`config.mk`:
```
export PLATFORM = sky130hd
export DESIGN_NAME = lcd_bus_scheduler
export DESIGN_NICKNAME = d
export VERILOG_FILES = /design/src/rtl/lcd_bus_scheduler.sv
export SDC_FILE = /design/constraint.sdc
export NUM_CORES = 1
export LEC_CHECK = 0
export ABC_AREA = 0
export ABC_CLOCK_PERIOD_IN_PS = 2700
export BUFFER_PORTS_ARGS = -buffer_cell sky130_fd_sc_hd__buf_2
export CAP_MARGIN = 20
export CORE_ASPECT_RATIO = 1.75
export CORE_MARGIN = 2
export CORE_UTILIZATION = 50
export CTS_BUF_LIST = sky130_fd_sc_hd__clkbuf_4
export CTS_CLUSTER_DIAMETER = 100
export CTS_CLUSTER_SIZE = 12
export DETAILED_ROUTE_END_ITERATION = 10
export PLACE_DENSITY = 0.81
export SLEW_MARGIN = 20
export SYNTH_ARGS = -nofsm -noshare
export SYNTH_HDL_FRONTEND = slang
export SYNTH_SLANG_ARGS = --single-unit
```
`constraint.sdc`:
```
create_clock -name CLK_1M -period 2.7 [get_ports CLK_1M]
set_input_delay 0.135 -clock CLK_1M [delete_from_list [all_inputs] [get_ports CLK_1M]]
set_output_delay 0.135 -clock CLK_1M [all_outputs]
set_load 0.01 [all_outputs]
```
`src/rtl/lcd_bus_scheduler.sv`:
```
// HD44780 write-bus owner: runs the power-on init ROM, then arbitrates two requesters onto the LCD.
// Define LCD_FIXED_PRIO_EN to make requester 0 always win ties instead of round-robin.
module lcd_bus_scheduler #(
   parameter int unsigned INIT_WAIT_CYC = 15000,
   parameter int unsigned SETUP_CYC     = 1,
   parameter int unsigned E_HIGH_CYC    = 2,
   parameter int unsigned HOLD_CYC      = 40,
   parameter int unsigned CLR_WAIT_CYC  = 1600
) (
   input  logic       CLK_1M,
   input  logic       RESET,
   input  logic [1:0] REQ,
   input  logic [1:0] REQ_RS,
   input  logic [7:0] REQ_DATA0,
   input  logic [7:0] REQ_DATA1,
   output logic [1:0] GNT,
   output logic       BUSY,
   output logic       INIT_DONE,
   output logic       LCD_E,
   output logic       LCD_RS,
   output logic       LCD_RW,
   output logic [7:0] LCD_DATA
);

   typedef enum logic [2:0] {
      S_INIT_WAIT,
      S_INIT_SEND,
      S_SETUP,
      S_E_HIGH,
      S_HOLD,
      S_IDLE
   } state_t;

   localparam logic [15:0] INIT_LAST  = 16'(INIT_WAIT_CYC - 1);
   localparam logic [15:0] SETUP_LAST = 16'(SETUP_CYC - 1);
   localparam logic [15:0] E_LAST     = 16'(E_HIGH_CYC - 1);
   localparam logic [15:0] HOLD_LAST  = 16'(HOLD_CYC - 1);
   localparam logic [15:0] CLR_LAST   = 16'(CLR_WAIT_CYC - 1);

   state_t      state_q, state_d;
   logic [15:0] cnt_q, cnt_d;
   logic [1:0]  idx_q, idx_d;
   logic        init_done_q, init_done_d;
   logic        rr_last_q, rr_last_d;
   logic        rs_q, rs_d;
   logic [7:0]  data_q, data_d;
   logic        win_valid;
   logic        win_sel;
   logic [15:0] hold_last;

   function automatic logic [7:0] init_rom(input logic [1:0] idx);
      case (idx)
         2'd0:    return 8'h38;
         2'd1:    return 8'h0C;
         2'd2:    return 8'h06;
         default: return 8'h01;
      endcase
   endfunction

   // Clear and home need the long post-strobe wait.
   assign hold_last = (!rs_q && (data_q == 8'h01 || data_q == 8'h02)) ? CLR_LAST : HOLD_LAST;

   always_comb begin
      win_valid = |REQ;
`ifdef LCD_FIXED_PRIO_EN
      win_sel = ~REQ[0];
`else
      if (&REQ) win_sel = ~rr_last_q;
      else      win_sel = REQ[1];
`endif
   end

   // NOTE: synchronous reset and non-blocking assignments keep every flop updating on the same edge.
   always_ff @(posedge CLK_1M) begin
      if (RESET) begin
         state_q     <= S_INIT_WAIT;
         cnt_q       <= '0;
         idx_q       <= '0;
         init_done_q <= 1'b0;
         rr_last_q   <= 1'b1;
         rs_q        <= 1'b0;
         data_q      <= '0;
      end else begin
         state_q     <= state_d;
         cnt_q       <= cnt_d;
         idx_q       <= idx_d;
         init_done_q <= init_done_d;
         rr_last_q   <= rr_last_d;
         rs_q        <= rs_d;
         data_q      <= data_d;
      end
   end

   always_comb begin
      // NOTE: defaults first so no path through the case leaves a signal unassigned (no latches).
      state_d     = state_q;
      cnt_d       = cnt_q;
      idx_d       = idx_q;
      init_done_d = init_done_q;
      rr_last_d   = rr_last_q;
      rs_d        = rs_q;
      data_d      = data_q;
      case (state_q)
         S_INIT_WAIT: begin
            if (cnt_q == INIT_LAST) begin
               cnt_d   = '0;
               state_d = S_INIT_SEND;
            end else cnt_d = cnt_q + 16'd1;
         end
         S_INIT_SEND: begin
            rs_d    = 1'b0;
            data_d  = init_rom(idx_q);
            state_d = S_SETUP;
         end
         S_SETUP: begin
            if (cnt_q == SETUP_LAST) begin
               cnt_d   = '0;
               state_d = S_E_HIGH;
            end else cnt_d = cnt_q + 16'd1;
         end
         S_E_HIGH: begin
            if (cnt_q == E_LAST) begin
               cnt_d   = '0;
               state_d = S_HOLD;
            end else cnt_d = cnt_q + 16'd1;
         end
         S_HOLD: begin
            if (cnt_q == hold_last) begin
               cnt_d = '0;
               if (init_done_q || idx_q == 2'd3) begin
                  init_done_d = 1'b1;
                  state_d     = S_IDLE;
               end else begin
                  // Next init byte goes straight into its setup phase.
                  idx_d   = idx_q + 2'd1;
                  rs_d    = 1'b0;
                  data_d  = init_rom(idx_d);
                  state_d = S_SETUP;
               end
            end else cnt_d = cnt_q + 16'd1;
         end
         S_IDLE: begin
            if (win_valid) begin
               rr_last_d = win_sel;
               rs_d      = REQ_RS[win_sel];
               data_d    = win_sel ? REQ_DATA1 : REQ_DATA0;
               state_d   = S_SETUP;
            end
         end
         default: state_d = S_INIT_WAIT;
      endcase
   end

   always_comb begin
      GNT = 2'b00;
      if (state_q == S_IDLE && win_valid) GNT[win_sel] = 1'b1;
      BUSY      = (state_q != S_IDLE);
      INIT_DONE = init_done_q;
      LCD_E     = (state_q == S_E_HIGH);
      LCD_RS    = rs_q;
      LCD_RW    = 1'b0;
      LCD_DATA  = data_q;
   end

endmodule

```
# Word level (Yosys, flattened, before mapping)

Index checks and enable logic that the tools add are counted.

Equality and inequality tests: 22
Reductions and logical operators: 19
Magnitude comparators: 2
Add/subtract/negate cells: 2
Bitwise logic cells: 2
Mux-type cells: 30

Operator list:

| cell                                                   | number |
|---|---|
| two-way mux 16 bit                                     | 4 |
| one-hot mux 16 bit (4 select lines)                    | 1 |
| one-hot mux 6 bit (3 select lines)                     | 2 |
| two-way mux 8 bit                                      | 4 |
| one-hot mux 8 bit (3 select lines)                     | 1 |
| two-way mux 3 bit                                      | 6 |
| one-hot mux 3 bit (6 select lines)                     | 1 |
| adder 16 x 1 -> 16 bit (second input constant)         | 1 |
| equality test 16 x 1 -> 1 bit (second input constant)  | 1 |
| equality test 16 x 11 -> 1 bit                         | 1 |
| equality test 16 x 14 -> 1 bit (second input constant) | 1 |
| zero test 16 bit                                       | 1 |
| two-way mux 11 bit                                     | 1 |
| inequality test 2 bit (second input constant)          | 5 |
| equality test 8 x 1 -> 1 bit (second input constant)   | 1 |
| equality test 8 x 2 -> 1 bit (second input constant)   | 1 |
| two-way mux 1 bit                                      | 7 |
| equality test 2 bit (second input constant)            | 3 |
| equality test 3 x 2 -> 1 bit (second input constant)   | 2 |
| equality test 3 bit (second input constant)            | 2 |
| AND reduction 3 bit                                    | 2 |
| AND reduction 5 bit                                    | 1 |
| equality test 2 x 1 -> 1 bit (second input constant)   | 2 |
| zero test 2 bit                                        | 2 |
| 19 further kinds                                       | 24 |

Flip-flop bits (word level): 32
Output and inout port bits: 15
Input bits: 22
Logic and storage cells: 84

# Logic depth before layout (Yosys ltp)

Gate-level depths: netlist of run 1.

Word-level depth: 7
Mapped depth: 9

# Least setup slack after synthesis of run 1

Ideal clock, no wire load.

Path kind: register to register
Start point: register cnt_q[0]
End point: register rs_q, in the netlist LCD_RS
Period minus slack after synthesis: 2.254 ns
Slack: 0.446 ns
Path buffers: 1
Arrival time: 2.183 ns
Cell stages (with the launch flop): 9
Data required time: 2.630 ns
Cell sequence: dfxtp_1 ha_1 and4_4 nand4_1 mux2_4 o41a_1 buf_6 or3_1 a21oi_1

Cells in the longest elaborated chain, start to end: 3

RTL lines:

| item                            | RTL line | RTL |
|---|---|---|
| from (decl)                     | 41       | `logic [15:0] cnt_q, cnt_d;` |
| from (signal assigned)          | 85       | `cnt_q <= cnt_d;` |
| equality test 16 x 11 -> 1 bit  | 128      | `if (cnt_q == hold_last) begin` |
| inequality test 2 bit (no line) | --       |  |
| AND reduction 4 bit (no line)   | --       |  |
| to (signal assigned)            | 89       | `rs_q <= rs_d;` |
| to (decl)                       | 45       | `logic rs_q, rs_d;` |

Every way passes these cells.
A chain may end at the register's enable or synchronous reset.

# Worst setup path in the final report of run 1

Start point: register cnt_q[0]
End point: register data_q[6], in the netlist LCD_DATA[6]

Cells in the longest elaborated chain, start to end: 3

RTL lines:

| item                            | RTL line | RTL |
|---|---|---|
| equality test 16 x 11 -> 1 bit  | 128      |  |
| inequality test 2 bit (no line) | --       |  |
| AND reduction 4 bit (no line)   | --       |  |
| to (signal assigned)            | 90       | `data_q <= data_d;` |
| to (decl)                       | 46       | `logic [7:0] data_q, data_d;` |

Every way passes these cells.

==> results.rst, run 1 <==
.. list-table::
   :header-rows: 1

   * - Metric
     - Value
   * - Total track usage
     - 23.58%
   * - Initial antenna violation count
     - 0
   * - Kind of capture point of the worst setup path
     - flip-flop
   * - Total vias in the final route
     - approximately 2100
   * - Router iterations before antenna repair
     - 4
   * - HPWL after detailed placement
     - 3997 µm
   * - Final count of pins violating max slew
     - 0
   * - Number of nets produced by synthesis
     - 312
   * - Layout cells sized above 1
     - 17.42%
   * - Core region area
     - ~0.0041 mm²
   * - Maximum number of pins on one net before global-route repair
     - 22
   * - Share of the yosys chip area belonging to registers
     - around 30%
   * - Final critical path time including I/O delays and setup
     - 2.498 ns
   * - R2R setup slack
     - 0.20 ns
   * - Area delta synth->final
     - 11.57%
   * - Post-synthesis adder-cell area fraction
     - approximately 5.3%
   * - Most frequently used flop master after synthesis
     - sky130_fd_sc_hd__dfxtp_1
   * - Async S/R FF share, synth
     - 0%
   * - Synth cell types
     - 48
   * - Average footprint of a synthesized cell
     - between 7 and 8 µm²
   * - Data required time at the worst endpoint
     - 2.97 ns
   * - CTS tree
     - built
   * - Slew headroom
     - 64.89%
   * - Post-synthesis mux area share
     - 5.841%
   * - Chip Height
     - 90.59 µm
   * - DRC
     - 0
   * - Number of buffers added by the clock tree synthesis step
     - 5
   * - IO Port Bufs
     - 35
   * - H-tree depth reported by CTS
     - 2
   * - Beginning of the critical path
     - cnt_q[0]
   * - Number of warnings printed during yosys synthesis
     - 0
   * - Count of maximum capacitance violations
     - 0
   * - Post-CTS Hold Buffers
     - 0
   * - Clock transition at path regs
     - 0.10 ns
   * - Terminus of the critical flop-to-flop path
     - LCD_DATA[6]
   * - RSZ-0062 raised after global routing
     - no
   * - Worst Hold Class
     - in2reg
   * - Routed length per instance
     - 14.77 µm
   * - Crit Path Category
     - reg2reg
   * - Number of sinks handled by clock tree synthesis
     - 32
   * - CP arrival
     - 2.77 ns
   * - Power per Cell Area
     - 461.1 mW/mm²
   * - VDD IR-drop max
     - 375.5 µV
   * - Seq cells post-synth
     - 32
   * - Number of hold violations in the final report
     - 0
   * - Setup WS pre-CTS
     - ~0.24 ns
   * - I/O pins
     - 37
   * - Vias in the first global route
     - 1966
   * - Worst-case clock buffer depth
     - 2
   * - Postcts setup bufs
     - 0
   * - Compound-Gate Fraction of Synth Area
     - between 10% and 20%
   * - Mapped cell area
     - 0.002142 mm²
   * - Finish-stage setup viols
     - 0
   * - Average via count per standard cell
     - 5.936
   * - Initial Util
     - 52.10%
   * - Maximum clock rate
     - 0.4003 GHz
   * - Routed wire length
     - around 5300 µm
   * - Net total in the final layout
     - about 340
   * - Post-Synth XOR/XNOR Area
     - 2.044%
   * - Number of design-rule violations left by the first detailed-router iteration
     - 42
   * - Worst r2r path cells
     - 7
   * - Number of cell rows
     - 31
   * - Simple-gate share of the synthesized area
     - between 30% and 40%
   * - Startpoint of the tightest hold check path
     - REQ_DATA0[7]
   * - Dominant combinational cell family by area after synthesis
     - simple AND/OR/NAND/NOR gates
   * - End point of the worst hold path
     - LCD_DATA[7]
   * - Post-synth EDFFs
     - 0
   * - Slew of the pin with the lowest slew margin
     - 0.5260 ns
   * - Reg2reg start
     - cnt_q[0]
   * - Library cell used as clock root buffer
     - sky130_fd_sc_hd__clkbuf_4
   * - Final worst-path cycle share
     - 92.53%
   * - Final sum of negative setup slack
     - 0 ns
   * - Post-route ant nets
     - 0
   * - Chip Width
     - around 53 µm
   * - Outcome
     - finished clean
   * - Area of the die
     - about 0.0048 mm²
   * - Highest fanout seen on the critical path
     - 12
   * - Diodes inserted
     - 0
   * - Critical Path Start Type
     - flip-flop
   * - Cells on Worst Hold Path
     - 4
   * - Wire length of the first global-routing pass
     - 8659 µm
   * - Final Skew
     - 0.009501 ns
   * - Total congestion overflow after global routing
     - 0
   * - Final Hold Slack
     - between 0.15 and 0.2 ns
   * - Instance count of the mapped netlist
     - 281
   * - Post-CTS Resized
     - 0
   * - Static Leak
     - 1.025 nW
   * - Routability congestion estimate from global placement
     - 0.9227
   * - Worst path setup slack after routing
     - 0.2017 ns
   * - Insertion delay of the later-clocked pin in the worst-skew pair
     - 0.33 ns
## worst max-delay path, cell delays in order (launching register included)
cell and delay, ns:
sky130_fd_sc_hd__dfxtp_1 0.44, sky130_fd_sc_hd__ha_1 0.25, sky130_fd_sc_hd__and4_4 0.27, sky130_fd_sc_hd__nand4_1 0.10
sky130_fd_sc_hd__mux2_4 0.32, sky130_fd_sc_hd__o41a_1 0.49, sky130_fd_sc_hd__or3_1 0.40, sky130_fd_sc_hd__a21oi_1 0.15
## through the flow
step / cell area (µm²) / utilization [%] / total power [mW] / cells
2_1_floorplan: 2142 / - / 0.7519 / 281
3_3_place_gp: 2340 / 56.91 / 0.8339 / 352
3_5_place_dp: 2340 / 56.91 / 0.8399 / 352
4_1_cts: 2390 / 58.13 / 1.108 / 359
5_1_grt: 2390 / 58.13 / 1.171 / 359
6_report: 2390 / 58.13 / 1.102 / 359
## sequential cells by signal (all words and copies together) (netlist names)
register and count:
idx_q 2, state_q 3, INIT_DONE 1, cnt_q 16, rr_last_q 1, LCD_RS 1, LCD_DATA 8
## cell type report
type | instances | area [µm²]
multi-input combinational | 223 | 1388
clock inverter | 1 | 5.005
fill | 423 | 1722
clock buffer | 6 | 45.04
inverter | 6 | 22.52
tap | 49 | 61.31
timing repair buffer | 42 | 227.7
sequential | 32 | 640.6
## worst max-delay path by stage
stage	endpoint
2_1_floorplan	LCD_RS
3_3_place_gp	LCD_DATA[7]
3_5_place_dp	LCD_DATA[6]
4_1_cts	LCD_DATA[6]
5_1_grt	LCD_DATA[6]
6_report	LCD_DATA[6]
## Yosys cell counts, types with 2 or more instances
master / instances / area share, %
sky130_fd_sc_hd__a211oi_1: 6 / 2.1
sky130_fd_sc_hd__a21boi_0: 2 / 0.70
sky130_fd_sc_hd__a21oi_1: 15 / 3.5
sky130_fd_sc_hd__and2_1: 12 / 3.5
sky130_fd_sc_hd__and3_1: 2 / 0.58
sky130_fd_sc_hd__and4_1: 3 / 1.2
sky130_fd_sc_hd__buf_1: 2 / 0.35
sky130_fd_sc_hd__buf_2: 2 / 0.47
sky130_fd_sc_hd__clkbuf_1: 12 / 2.1
sky130_fd_sc_hd__clkbuf_2: 2 / 0.47
sky130_fd_sc_hd__dfxtp_1: 32 / 30
sky130_fd_sc_hd__ha_1: 9 / 5.3
sky130_fd_sc_hd__inv_1: 6 / 1.1
sky130_fd_sc_hd__mux2i_1: 11 / 5.1
sky130_fd_sc_hd__nand2_1: 43 / 7.5
sky130_fd_sc_hd__nand2b_1: 3 / 0.88
sky130_fd_sc_hd__nand3_1: 7 / 1.6
sky130_fd_sc_hd__nand3b_1: 2 / 0.70
sky130_fd_sc_hd__nand4_1: 5 / 1.5
sky130_fd_sc_hd__nor2_1: 32 / 5.6
sky130_fd_sc_hd__nor2b_1: 2 / 0.58
sky130_fd_sc_hd__nor3_1: 14 / 3.3
sky130_fd_sc_hd__nor3b_1: 2 / 0.70
sky130_fd_sc_hd__nor4_1: 4 / 1.2
sky130_fd_sc_hd__nor4_4: 2 / 2.0
sky130_fd_sc_hd__nor4b_1: 2 / 0.82
sky130_fd_sc_hd__o21ai_0: 10 / 2.3
sky130_fd_sc_hd__o221ai_1: 11 / 4.5
sky130_fd_sc_hd__o31a_1: 2 / 0.82
sky130_fd_sc_hd__or3_1: 3 / 0.88
sky130_fd_sc_hd__xnor2_1: 2 / 0.82
sky130_fd_sc_hd__xor2_1: 3 / 1.2
## layer usage
metal	GRT usage, %	part of all wire, %
met1	24.14	39
met3	3.642	3.2
met2	42.80	54
met4	12.18	3.8
met5	0	0
## power breakdown
group          switching, mW  internal [mW]  leakage [nW]  total (mW)
Sequential            0.0498          0.506         0.259       0.556
Combinational          0.155          0.121         0.735       0.276
Clock                  0.164          0.106        0.0315       0.270
## cell usage in the layout (no fill, tap or decap), types with 2 or more instances in the layout
cell / count
sky130_fd_sc_hd__o221ai_1: 11
sky130_fd_sc_hd__dfxtp_1: 32
sky130_fd_sc_hd__o31a_1: 2
sky130_fd_sc_hd__buf_2: 35
sky130_fd_sc_hd__ha_1: 9
sky130_fd_sc_hd__a21oi_1: 15
sky130_fd_sc_hd__and3_1: 2
sky130_fd_sc_hd__nor3b_1: 2
sky130_fd_sc_hd__nand2b_1: 3
sky130_fd_sc_hd__nor2b_1: 2
sky130_fd_sc_hd__nand3_1: 7
sky130_fd_sc_hd__nor4_1: 4
sky130_fd_sc_hd__xnor2_1: 2
sky130_fd_sc_hd__o21ai_0: 10
sky130_fd_sc_hd__nand3b_1: 2
sky130_fd_sc_hd__a211oi_1: 6
sky130_fd_sc_hd__and4_1: 3
sky130_fd_sc_hd__nor4b_1: 2
sky130_fd_sc_hd__xor2_1: 3
sky130_fd_sc_hd__nor3_1: 14
sky130_fd_sc_hd__nand2_1: 43
sky130_fd_sc_hd__nor2_1: 32
sky130_fd_sc_hd__inv_1: 6
sky130_fd_sc_hd__mux2i_1: 11
sky130_fd_sc_hd__clkbuf_4: 6
sky130_fd_sc_hd__or3_1: 3
sky130_fd_sc_hd__and2_1: 12
sky130_fd_sc_hd__nand4_1: 5
sky130_fd_sc_hd__nor4_4: 2
sky130_fd_sc_hd__buf_4: 7
## kinds of logic (layout without fill, tap and decap cells)
group | count (synthesis) | after routing
adders and majority gates | 9 | 9
DFF | 32 | 32
muxes | 12 | 12
xor gates and xnor gates | 5 | 5
and+or+nand+nor | 142 | 142
buffers and inverters | 26 | 55
other | 1 | 1
AOI/OAI and AO/OA | 54 | 54
Note: power is estimated with default switching activity, not from simulation.
==> inputs of run 2 (changes only) <==
ABC_CLOCK_PERIOD_IN_PS = not set   (was 2700)
CTS_BUF_LIST = sky130_fd_sc_hd__clkbuf_4 sky130_fd_sc_hd__clkbuf_8   (was sky130_fd_sc_hd__clkbuf_4)
==> run 2 against run 1 <==
Global-route usage increased by 0.32 points. Fmax up 0.17%. Critical path type unchanged. Combinational power about the same. Die area unchanged. Largest power group unchanged. First-iteration DRC count unchanged.
==> results.rst, run 2 (synthesized netlist as in run 1, its figures left out) <==
.. list-table::
   :header-rows: 1

   * - Metric
     - Value
   * - Core Util, Final
     - 58.89%
   * - Count of maximum capacitance violations
     - 0
   * - CP max stage delay
     - 0.49 ns
   * - Summed area of non-filler cells in the final layout
     - between 0.002 and 0.0025 mm²
   * - Number of cell rows
     - 31
   * - Total vias in the final route
     - 2118
   * - Final critical path time including I/O delays and setup
     - about 2.5 ns
   * - Final Hold Slack
     - about 0.24 ns
   * - Worst r2r path cells
     - 7
   * - Critical Path Start Type
     - flip-flop
   * - VDD IR-drop max
     - about 350 µV
   * - Insertion delay of the later-clocked pin in the worst-skew pair
     - 0.29 ns
   * - Static Leak
     - 1.038 nW
   * - IO Port Bufs
     - 35
   * - Terminus of the critical flop-to-flop path
     - LCD_DATA[6]
   * - Maximum clock rate
     - 0.4010 GHz
   * - Routed wire length
     - 5285 µm
   * - Reg2reg start
     - cnt_q[0]
   * - CP arrival
     - approximately 2.7 ns
   * - I/O pins
     - 37
   * - Final sum of negative setup slack
     - 0 ns
   * - Startpoint of the tightest hold check path
     - REQ[0]
   * - Number of sinks handled by clock tree synthesis
     - 32
   * - Total track usage
     - 23.91%
   * - Wire length of the first global-routing pass
     - about 8700 µm
   * - Net total in the final layout
     - 341
   * - Total congestion overflow after global routing
     - 0
   * - Worst Hold Class
     - in2reg
   * - CTS tree
     - built
   * - RSZ-0062 raised after global routing
     - no
   * - Number of hold violations in the final report
     - 0
   * - Postcts setup bufs
     - 0
   * - Cell with the biggest individual delay on the critical path
     - sky130_fd_sc_hd__o41a_1
   * - Count of placed standard cells including taps
     - ~350
   * - Setup WS pre-CTS
     - 0.2405 ns
   * - Slew headroom
     - around 65%
   * - Slew of the pin with the lowest slew margin
     - 0.5314 ns
   * - Post-layout power
     - 1.192 mW
   * - Most common cell after layout, fill and taps aside
     - sky130_fd_sc_hd__nand2_1
   * - Data required time at the worst endpoint
     - 2.91 ns
   * - H-tree depth reported by CTS
     - 2
   * - Router iterations before antenna repair
     - 4
   * - Post-CTS Hold Buffers
     - 0
   * - Outcome
     - finished clean
   * - Layout cells sized above 1
     - 17.42%
   * - Vias in the first global route
     - roughly 2000
   * - Worst-path cell chain
     - ha_1 > and4_4 > nand4_1 > mux2_4 > o41a_1 > or3_1 > a21oi_1
   * - End point of the worst hold path
     - rr_last_q
   * - Initial antenna violation count
     - 0
   * - Worst path setup slack after routing
     - around 0.21 ns
   * - Routability congestion estimate from global placement
     - 0.9227
   * - Diodes inserted
     - 0
   * - Standard cell area after detailed placement
     - 0.002340 mm²
   * - Maximum number of pins on one net before global-route repair
     - 22
   * - Core region area
     - 0.004111 mm²
   * - Average via count per standard cell
     - just under 6
   * - FILL cells
     - 424
   * - Number of flip-flops under the largest register name
     - 16
   * - Crit Path Category
     - reg2reg
   * - Highest fanout seen on the critical path
     - 12
   * - Chip Width
     - around 53 µm
   * - Final count of pins violating max slew
     - 0
   * - Finish-stage setup viols
     - 0
   * - Most frequent cells in the layout
     - sky130_fd_sc_hd__nand2_1, sky130_fd_sc_hd__buf_2, sky130_fd_sc_hd__dfxtp_1, sky130_fd_sc_hd__nor2_1, sky130_fd_sc_hd__a21oi_1
   * - Post-CTS Resized
     - 0
   * - R2R setup slack
     - between 0.2 and 0.25 ns
   * - Routed length per instance
     - 14.72 µm
   * - Power per Cell Area
     - 492.4 mW/mm²
   * - Clock transition at path regs
     - approximately 0.07 ns
   * - HPWL after detailed placement
     - between 3000 and 4000 µm
   * - Initial Util
     - 52.10%
   * - DRC
     - 0
   * - Post-route ant nets
     - 0
   * - Area of the die
     - 0.004844 mm²
   * - Fin cells
     - 359
   * - Final Skew
     - approximately 0.0063 ns
   * - Number of design-rule violations left by the first detailed-router iteration
     - 42
   * - Library cell used as clock root buffer
     - sky130_fd_sc_hd__clkbuf_8
   * - Final worst-path cycle share
     - 92.37%
   * - Register with the most flip-flops
     - cnt_q
   * - Area delta synth->final
     - 13.03%
   * - Chip Height
     - 90.59 µm
   * - Cells on Worst Hold Path
     - 3
   * - Worst-case clock buffer depth
     - 2
   * - Number of buffers added by the clock tree synthesis step
     - 5
   * - Kind of capture point of the worst setup path
     - flip-flop
-- run 2: worst max path at each step --
stage              from  slack (ns)           to  cells past startpoint
3_3_place_gp   cnt_q[0]        0.30  LCD_DATA[7]                      7
5_1_grt        cnt_q[0]        0.07  LCD_DATA[6]                      7
6_report       cnt_q[0]        0.21  LCD_DATA[6]                      7
3_5_place_dp   cnt_q[0]        0.24  LCD_DATA[6]                      7
4_1_cts        cnt_q[0]        0.22  LCD_DATA[6]                      7
2_1_floorplan  cnt_q[0]        0.45       LCD_RS                      8
-- run 2: metal layers --
layer	routed length [µm]	global-route usage, %
met4	221	14.53
met5	0	0
met1	2030	24.04
met3	198	4.305
met2	2835	42.39
-- run 2: cell type report --
cell class / count / area, µm² / share of cell area, %
Multi-Input combinational cell: 223 / 1388 / 57.31
Inverter: 6 / 22.52 / 0.9302
Timing Repair Buffer: 42 / 227.7 / 9.406
Sequential cell: 32 / 640.6 / 26.46
Clock inverter: 1 / 5.005 / 0.2067
Tap cell: 49 / 61.31 / 2.532
Clock buffer: 6 / 76.32 / 3.152
-- run 2: critical path: cells and delay by family, from the launching register on --
family | cells | cell delay (ns)
multiplexers | 1 | 0.32
flip-flops | 1 | 0.43
AND/OR/NAND/NOR | 3 | 0.77
adder cells (fa/ha/maj) | 1 | 0.25
AO/OA/AOI/OAI | 2 | 0.64
-- run 2: where the power goes --
part           switching [mW]  internal, mW  total [mW]  leakage, nW
sequential             0.0496         0.507       0.556        0.259
combinational           0.155         0.121       0.275        0.735
clock                   0.175         0.185       0.361       0.0445
==> inputs of run 3 (changes only) <==
CORE_UTILIZATION = 48   (was 50)
PLACE_DENSITY = 0.7   (was 0.81)
==> run 3 against run 2 <==
Largest power group unchanged. Non-clock buffer count decreased by 1. Critical path type unchanged. Total power fell by 0.51%. Combinational power is 2% lower. Critical endpoint unchanged. Setup slack got worse by 0.0097 ns. Count of clock-buffer cells in the layout decreased by 1. Highest routed layer unchanged.
==> results.rst, run 3 (synthesized netlist as in run 1, its figures left out) <==
.. list-table::
   :header-rows: 1

   * - Metric
     - Value
   * - DRC
     - 0
   * - CP arrival
     - 2.72 ns
   * - Most common cell after layout, fill and taps aside
     - sky130_fd_sc_hd__nand2_1
   * - Vias in the first global route
     - 2065
   * - Crit Path Category
     - reg2reg
   * - Worst r2r path cells
     - 7
   * - Router iterations before antenna repair
     - 5
   * - H-tree depth reported by CTS
     - 2
   * - Diodes inserted
     - 0
   * - Number of design-rule violations left by the first detailed-router iteration
     - 49
   * - Total track usage
     - a little under a quarter
   * - Highest fanout seen on the critical path
     - 12
   * - CTS tree
     - built
   * - R2R setup slack
     - 0.20 ns
   * - Library cell used as clock root buffer
     - sky130_fd_sc_hd__clkbuf_8
   * - Postcts setup bufs
     - 0
   * - Static Leak
     - 1.029 nW
   * - RSZ-0062 raised after global routing
     - no
   * - Post-route ant nets
     - 0
   * - Area delta synth->final
     - 12.79%
   * - Highest routed metal layer
     - met4
   * - Maximum clock rate
     - 0.3994 GHz
   * - Slew of the pin with the lowest slew margin
     - 0.6957 ns
   * - Critical Path End
     - LCD_DATA[6]
   * - Data required time at the worst endpoint
     - 2.91 ns
   * - Area of the die
     - 0.005034 mm²
   * - IO Port Bufs
     - 35
   * - I/O pins
     - 37
   * - Final Hold Slack
     - 0.2404 ns
   * - Met2 Wirelength
     - 2947 µm
   * - Final critical path time including I/O delays and setup
     - 2.504 ns
   * - Beginning of the critical path
     - cnt_q[0]
   * - Critical Path Start Type
     - flip-flop
   * - Chip Height
     - about 92 µm
   * - Wire length of the first global-routing pass
     - 8983 µm
   * - Outcome
     - finished clean
   * - Finish-stage setup viols
     - 0
   * - Count of maximum capacitance violations
     - 0
   * - Register with the most flip-flops
     - cnt_q
   * - Total congestion overflow after global routing
     - 0
   * - Slew headroom
     - approximately 54%
   * - Core region area
     - ~0.0044 mm²
   * - Number of buffers added by the clock tree synthesis step
     - 5
   * - Post-CTS Hold Buffers
     - 0
   * - Insertion delay of the later-clocked pin in the worst-skew pair
     - ~0.29 ns
   * - Net total in the final layout
     - 340
   * - Final sum of negative setup slack
     - 0 ns
   * - Maximum number of pins on one net before global-route repair
     - 22
   * - Worst Hold Class
     - in2reg
   * - Detail Route met3 WL
     - 164 µm
   * - Average via count per standard cell
     - 5.872
   * - Final Skew
     - 0.01177 ns
   * - Length of routed wiring on met1
     - about 2100 µm
   * - Power per Cell Area
     - 490.9 mW/mm²
   * - Number of cell rows
     - 32
   * - Total vias in the final route
     - 2114
   * - Routed wire length
     - approximately 5300 µm
   * - Most frequent cells in the layout
     - sky130_fd_sc_hd__nand2_1, sky130_fd_sc_hd__buf_2, sky130_fd_sc_hd__dfxtp_1, sky130_fd_sc_hd__nor2_1, sky130_fd_sc_hd__a21oi_1
   * - Number of sinks handled by clock tree synthesis
     - 32
   * - Initial Util
     - between 40% and 50%
   * - HPWL after detailed placement
     - 4024 µm
   * - Initial antenna violation count
     - 0
   * - VDD IR-drop max
     - around 370 µV
   * - Routability congestion estimate from global placement
     - 0.8363
   * - Final count of pins violating max slew
     - 0
   * - Kind of capture point of the worst setup path
     - flip-flop
   * - Number of flip-flops under the largest register name
     - 16
   * - Chip Width
     - roughly 55 µm
   * - Post-CTS Resized
     - 0
   * - Layout cells sized above 1
     - 17.15%
   * - Terminus of the critical flop-to-flop path
     - LCD_DATA[6]
   * - Worst-case clock buffer depth
     - 2
   * - Clock transition at path regs
     - about 0.07 ns
   * - Routed length per instance
     - 14.75 µm
   * - Reg2reg start
     - cnt_q[0]
   * - Number of hold violations in the final report
     - 0
   * - Final worst-path cycle share
     - 92.73%
run 3: cell types whose count changed in the layout (fill, tap and decap cells not counted), sizes merged:
| cell | delta |
|---|---|
| buf | -1 |
| clkbuf | -1 |
| clkinvlp | +1 |
run 3: how the worst min path moves through the flow:
stage | startpoint | to | depth (start not counted)
5_1_grt | RESET | idx_q[1] | 2
3_5_place_dp | LCD_DATA[2] | LCD_DATA[2] | 2
6_report | REQ[0] | rr_last_q | 3
2_1_floorplan | RESET | cnt_q[9] | 3
3_3_place_gp | LCD_DATA[6] | LCD_DATA[6] | 2
4_1_cts | REQ[0] | rr_last_q | 3
run 3: stage by stage:
stage	setup WS, ns	std cells	cell area (µm²)	total power [mW]	utilization [%]
2_1_floorplan	0.4461	281	2142	0.7519	-
3_3_place_gp	0.2769	353	2335	0.8343	53.50
3_5_place_dp	0.2323	353	2335	0.8396	53.50
4_1_cts	0.2033	360	2416	1.188	55.36
5_1_grt	0.02675	360	2416	1.249	55.36
6_report	0.1963	360	2416	1.186	55.36
run 3: where the power goes:
part	total (mW)	switching [mW]	internal, mW
clock	0.355	0.181	0.174
sequential	0.562	0.0554	0.506
combinational	0.269	0.151	0.118
run 3: area by class of cell:
type                            instances  area (µm²)
Timing Repair Buffer                   41       220.2
Clock inverter                          2       12.51
Tap cell                               51       63.81
Clock buffer                            5       68.82
Multi-Input combinational cell        223        1388
Inverter                                6       22.52
Fill cell                             437        1948
Sequential cell                        32       640.6
run 3: per-layer routing:
layer  global-route usage (%)  up-vias
met1                    23.76      986
met4                    8.958        0
met3                    5.161       11
li1                         -     1069
met2                    44.88       48
met5                        0        -
run 3: worst max-delay path: stages (launching register included):
cell	delay, ns
sky130_fd_sc_hd__dfxtp_1	0.44
sky130_fd_sc_hd__ha_1	0.26
sky130_fd_sc_hd__and4_4	0.28
sky130_fd_sc_hd__nand4_1	0.10
sky130_fd_sc_hd__mux2_4	0.31
sky130_fd_sc_hd__o41a_1	0.49
sky130_fd_sc_hd__or3_1	0.40
sky130_fd_sc_hd__a21oi_1	0.15
